--- config.mk ---
export PLATFORM = sky130hd
export DESIGN_NAME = fetch_unit
export DESIGN_NICKNAME = d
export VERILOG_FILES = /design/src/rtl/fetch_pkg.sv /design/src/rtl/pc_next_calc.sv /design/src/rtl/fetch_unit.sv
export SDC_FILE = /design/constraint.sdc
export NUM_CORES = 1
export LEC_CHECK = 0
export CAP_MARGIN = 20
export CORE_MARGIN = 10
export CORE_UTILIZATION = 39
export CTS_CLUSTER_DIAMETER = 30
export DETAILED_ROUTE_END_ITERATION = 7
export PLACE_DENSITY = 0.83
export SETUP_SLACK_MARGIN = 0.5
export SLEW_MARGIN = 15
export SYNTH_ARGS = -nofsm -noshare
export SYNTH_HDL_FRONTEND = slang
export SYNTH_HIERARCHICAL = 1
export SYNTH_SLANG_ARGS = --single-unit
--- constraint.sdc ---
create_clock -name clk -period 2.45 [get_ports clk]
set_input_delay 0.3675 -clock clk [delete_from_list [all_inputs] [get_ports clk]]
set_output_delay 0.3675 -clock clk [all_outputs]
set_load 0.005 [all_outputs]
--- src/rtl/fetch_pkg.sv ---
// fetch_pkg: widths, field positions, FSM encoding and opcode constants for the fetch unit
package fetch_pkg;
  localparam int PC_W = 8;
  localparam int INSTR_W = 16;
  localparam int OP_HI = 15;
  localparam int OP_LO = 12;
  localparam int RS_HI = 11;
  localparam int RS_LO = 8;
  localparam int RT_HI = 7;
  localparam int RT_LO = 4;
  localparam int IMM_HI = 3;
  localparam int IMM_LO = 0;
  localparam int TGT_HI = 7;
  localparam int TGT_LO = 0;
  localparam logic [3:0] OP_JMP = 4'b0111;
  localparam logic [3:0] OP_BEQ = 4'b1101;
  localparam logic [3:0] OP_BNE = 4'b1110;
  typedef enum logic [1:0] {IDLE = 2'd0, REQ = 2'd1, ISSUE = 2'd2} state_t;
endpackage

--- src/rtl/pc_next_calc.sv ---
// pc_next_calc: combinational next-PC select (jump target, pc+1+sext(imm), or pc+1), modulo 256
module pc_next_calc
  import fetch_pkg::*;
(
  input  logic [PC_W-1:0]    pc,
  input  logic [INSTR_W-1:0] ir,
  input  logic               jump,
  input  logic               branch,
  output logic [PC_W-1:0]    pc_next
);
  logic [PC_W-1:0] seq;
  logic [PC_W-1:0] off;
  logic unused;
  assign unused = ^{ir[OP_HI:OP_LO], ir[RS_HI:RS_LO]};
  always_comb begin
    seq = pc + PC_W'(1);
    off = {{(PC_W-4){ir[IMM_HI]}}, ir[IMM_HI:IMM_LO]};
    pc_next = jump ? ir[TGT_HI:TGT_LO] : branch ? seq + off : seq;
  end
endmodule

--- src/rtl/fetch_unit.sv ---
// fetch_unit: IDLE/REQ/ISSUE instruction fetch with PC sequencing; FETCH_ICOUNT_EN adds icount port
module fetch_unit
  import fetch_pkg::*;
(
  input  logic               clk,
  input  logic               rst,
  output logic               imem_req,
  output logic [PC_W-1:0]    imem_addr,
  input  logic               imem_ack,
  input  logic [INSTR_W-1:0] imem_rdata,
  output logic [INSTR_W-1:0] instr,
  output logic [3:0]         op,
  output logic               instr_valid,
  input  logic               jump,
  input  logic               branch,
  input  logic               stall,
`ifdef FETCH_ICOUNT_EN
  output logic [15:0]        icount,
`endif
  output logic [PC_W-1:0]    pc
);
  state_t state, state_next;
  logic [INSTR_W-1:0] ir;
  logic [PC_W-1:0] pc_next;
  logic advance;
  pc_next_calc u_pc_next_calc (
    .pc(pc),
    .ir(ir),
    .jump(jump),
    .branch(branch),
    .pc_next(pc_next)
  );
  always_ff @(posedge clk)
    if (rst) state <= IDLE;
    else state <= state_next;
  always_comb begin
    state_next = state == IDLE ? REQ
               : state == REQ ? (imem_ack ? ISSUE : REQ)
               : state == ISSUE ? (stall ? ISSUE : REQ)
               : IDLE;
  end
  always_comb begin
    imem_req = state == REQ;
    instr_valid = state == ISSUE;
    advance = instr_valid && !stall;
    imem_addr = pc;
    instr = ir;
    op = ir[OP_HI:OP_LO];
  end
  always_ff @(posedge clk)
    if (rst) begin
      pc <= '0;
      ir <= '0;
    end else begin
      if (imem_req && imem_ack) ir <= imem_rdata;
      if (advance) pc <= pc_next;
    end
`ifdef FETCH_ICOUNT_EN
  always_ff @(posedge clk)
    if (rst) icount <= '0;
    else if (advance) icount <= icount + 16'd1;
`endif
endmodule

==> reports/metrics.yaml <==
grt_pass1_wl_um: 8500
synth_top_cell_by_area: "dfxtp_1"
start_util_pct: 40.3
async_flop_share_pct: 0
synthSimpleGateAreaFrac_pct: 28.2
timing.hold.ws_ns: 0.479
htreeDepth: 1
synth_area_um2: 1910
cp-startpoint: "imem_addr[0]"
syn_inst: 216
synth_xor_area_share_pct: 3.22
status: "complete, but fails checks"
final_area_um2: 2910
synthTopCellsByArea: "dfxtp_1 27%, nand2b_1 16%, mux2i_1 13%"
timing.fmax_mhz: 379
clock_sinks: 26
gr-usage-all-layers_pct: 12.3
die_area_um2: 8080
setup_slack_ns: -0.188
syn_nets: 248
preCtsSetupSlack_ns: -0.0662
synth-seq-cells: 26
leakagePower_nw: 1.12
insertedDiodeCount: 0
r2r-end: "imem_addr[6]"
max_slew.worst_pin.slew_ns: 0.505
row_count: 25
critPathMaxFanout: 4
rr_worst_depth: 11
grt_busiest_layer: "met2"
hold_class: "register to register"
rsz0062_at_grt: "true"
use_met1_pct: 14.0
grt_overflow: 0
grt_use_met3_pct: 4.49
r2r-start: "imem_addr[0]"
fin_nets: 320
clk_pin_slew_worst_paths_ns: 0.10
syn_avg_cell_area_um2: 8.82
via_per_inst: 5.00
crit_chain: "buf_6, inv_4, ha_4, fa_2, a21o_1, a22o_1, or4b_1, a31o_1, a2bb2oi_2, nand2b_1, mux2i_1"
hold_viol: 0
ant_nets: 0
grt_pass1_vias: 1732
synth.distinct_cells: 50
cts_buffers: 3
fin_util_pct: 61.7
drt-initial-drc-count: 93
setup_viol: 2
arrival_ns: 2.85
ff2ff_setup_slack_ns: -0.19
seq_area_frac_synth_pct: 27.3
ctsHoldBuffers: 0
drc: 0
crit_path_top_delay_cell: "or4b_1"
synth_ff_type: "dfxtp_1"
endpoint: "imem_addr[6]"
cts_tree: "built"
finalMaxSlewViolations: 0
synth.mux.area_fraction_pct: 13.7
die_x_um: 89.9
coreArea_um2: 4720
num_vias: 1770
wl_per_cell_um: 15.6
regArea_um2: 533
place_hpwl_um: 3980
grt_max_degree: 19
end_kind: "register"
worstSetupPathType: "register to register"
clock_latency_ns: 0.27
cts_root_buf: "clkbuf_8"
drive_gt1_share_pct: 23.7
synth-edff-count: 0
nFillCells: 399
cp.required_ns: 2.66
synth_fa_ha_area_share_pct: 6.96
peakVddDrop_mv: 0.208
io_buffers: 59
drt_wl_total_um: 5520
fin_crit_sh_pct: 108
synth_top_family_by_area: "simple AND/OR/NAND/NOR gates"
startpoint_type: "register"
drt-pass1-iter-count: 5
groute.layer.met2.usage_pct: 21.6
place_area_um2: 2620
areaGrowthSynthToFinish_pct: 52.9
multi_input_area_um2: 1370
relSlewSlack_pct: 66.3
violations: "setup timing"
die_y_um: 89.9
clockBufferDepth: 2
synth_compound_area_share_pct: 11.8
min_period_ns: 2.64
boundaryPins: 60
antenna_found_initial: 0
power_density_nw_per_um2: 354
drv_cap: 0
synth_warnings: 6
fin_skew_ns: 0.00195
slowest_delay_ns: 0.57
place.gp.congestion: 0.870
synth_top_cell_area_share_pct: 27.3
[area by class of cell]
cell class | instances | area share (%)
Tap cell | 67 | 2.88
Inverter | 4 | 0.601
Timing Repair Buffer | 89 | 28.9
Multi-Input combinational cell | 164 | 47.0
Clock buffer | 4 | 2.28
Sequential cell | 26 | 18.3
[Yosys cell counts, types with 2 or more instances]
master	count
nand2b_1	48
dfxtp_1	26
mux2i_1	25
buf_4	12
ha_1	9
o21ai_0	9
a21oi_1	8
nand2_1	8
clkbuf_1	7
nor2_1	6
nand3_1	5
xnor2_1	5
and3_1	3
inv_1	3
a21o_1	2
and3b_1	2
nor2b_1	2
o211ai_1	2
o21ba_2	2
xor2_1	2
[registers in the layout, summed over array words and instances, names as in the netlist]
register and count:
state 2, instr 16, imem_addr 8
[layer usage]
layer  part of all wire, %  vias up
met3                   9.0       10
li1                      -      879
met1                    40      803
met2                    50       78
met4                   1.3        0
met5                     0        -
[metrics by stage]
| step | total power, mW | TNS, ns | instances |
|---|---|---|---|
| after floorplan | 0.589 | 0 | 216 |
| after global placement | 0.693 | 0 | 340 |
| after detailed placement | 0.697 | -0.119 | 340 |
| after CTS | 1.03 | -0.00100 | 348 |
| after global routing | 1.08 | -0.491 | 354 |
| final | 1.03 | -0.188 | 354 |
[worst max-delay path: cells and delay by family (launching register included)]
family	cells	cell delay, ns
compound gates	4	0.79
simple gates	2	0.63
fa+ha+maj	2	0.51
flops	1	0.39
buf+inv	2	0.14
mux	1	0.12
[worst min-delay path by stage]
stage	endpoint	startpoint	slack, ns	cells after the start
after detailed placement	instr[8]	instr[8]	0.46	2
final	instr[8]	instr[8]	0.48	2
after CTS	instr[8]	instr[8]	0.48	2
after floorplan	instr[8]	instr[8]	0.46	2
after global routing	instr[8]	instr[8]	0.51	2
after global placement	instr[11]	instr[11]	0.46	2
[power breakdown]
group / leakage (nW) / switching, mW / internal, mW
Combinational: 0.871 / 0.0969 / 0.156
Clock: 0.0339 / 0.146 / 0.178
Sequential: 0.215 / 0.0159 / 0.437
Total: 1.12 / 0.259 / 0.771
[what timing repair did]
action                                  in CTS  in global routing
setup buffers                                4                  6
endpoints found under the setup margin       5                  6
pin swaps                                    8                 14
resized for setup                           18                 17
[cell families after synthesis]
kind of cell / Yosys count
buffers and inverters: 26
flip-flops: 26
AND/OR/NAND/NOR: 88
AO/OA/AOI/OAI: 33
adder cells (fa/ha/maj): 10
multiplexers: 26
XOR/XNOR: 7
[placed cells by master, fill, tap and decap left out, types with 4 or more instances in the layout]
| cell type | count |
|---|---|
| buf_6 | 4 |
| clkdlybuf4s50_1 | 59 |
| mux2i_1 | 25 |
| nand2b_1 | 48 |
| dfxtp_1 | 22 |
| buf_4 | 25 |
| ha_1 | 6 |
| o21ai_0 | 4 |
| a21oi_1 | 7 |
| nand2_1 | 8 |
| nor2_1 | 6 |
Power figures use the tool's default switching activity.
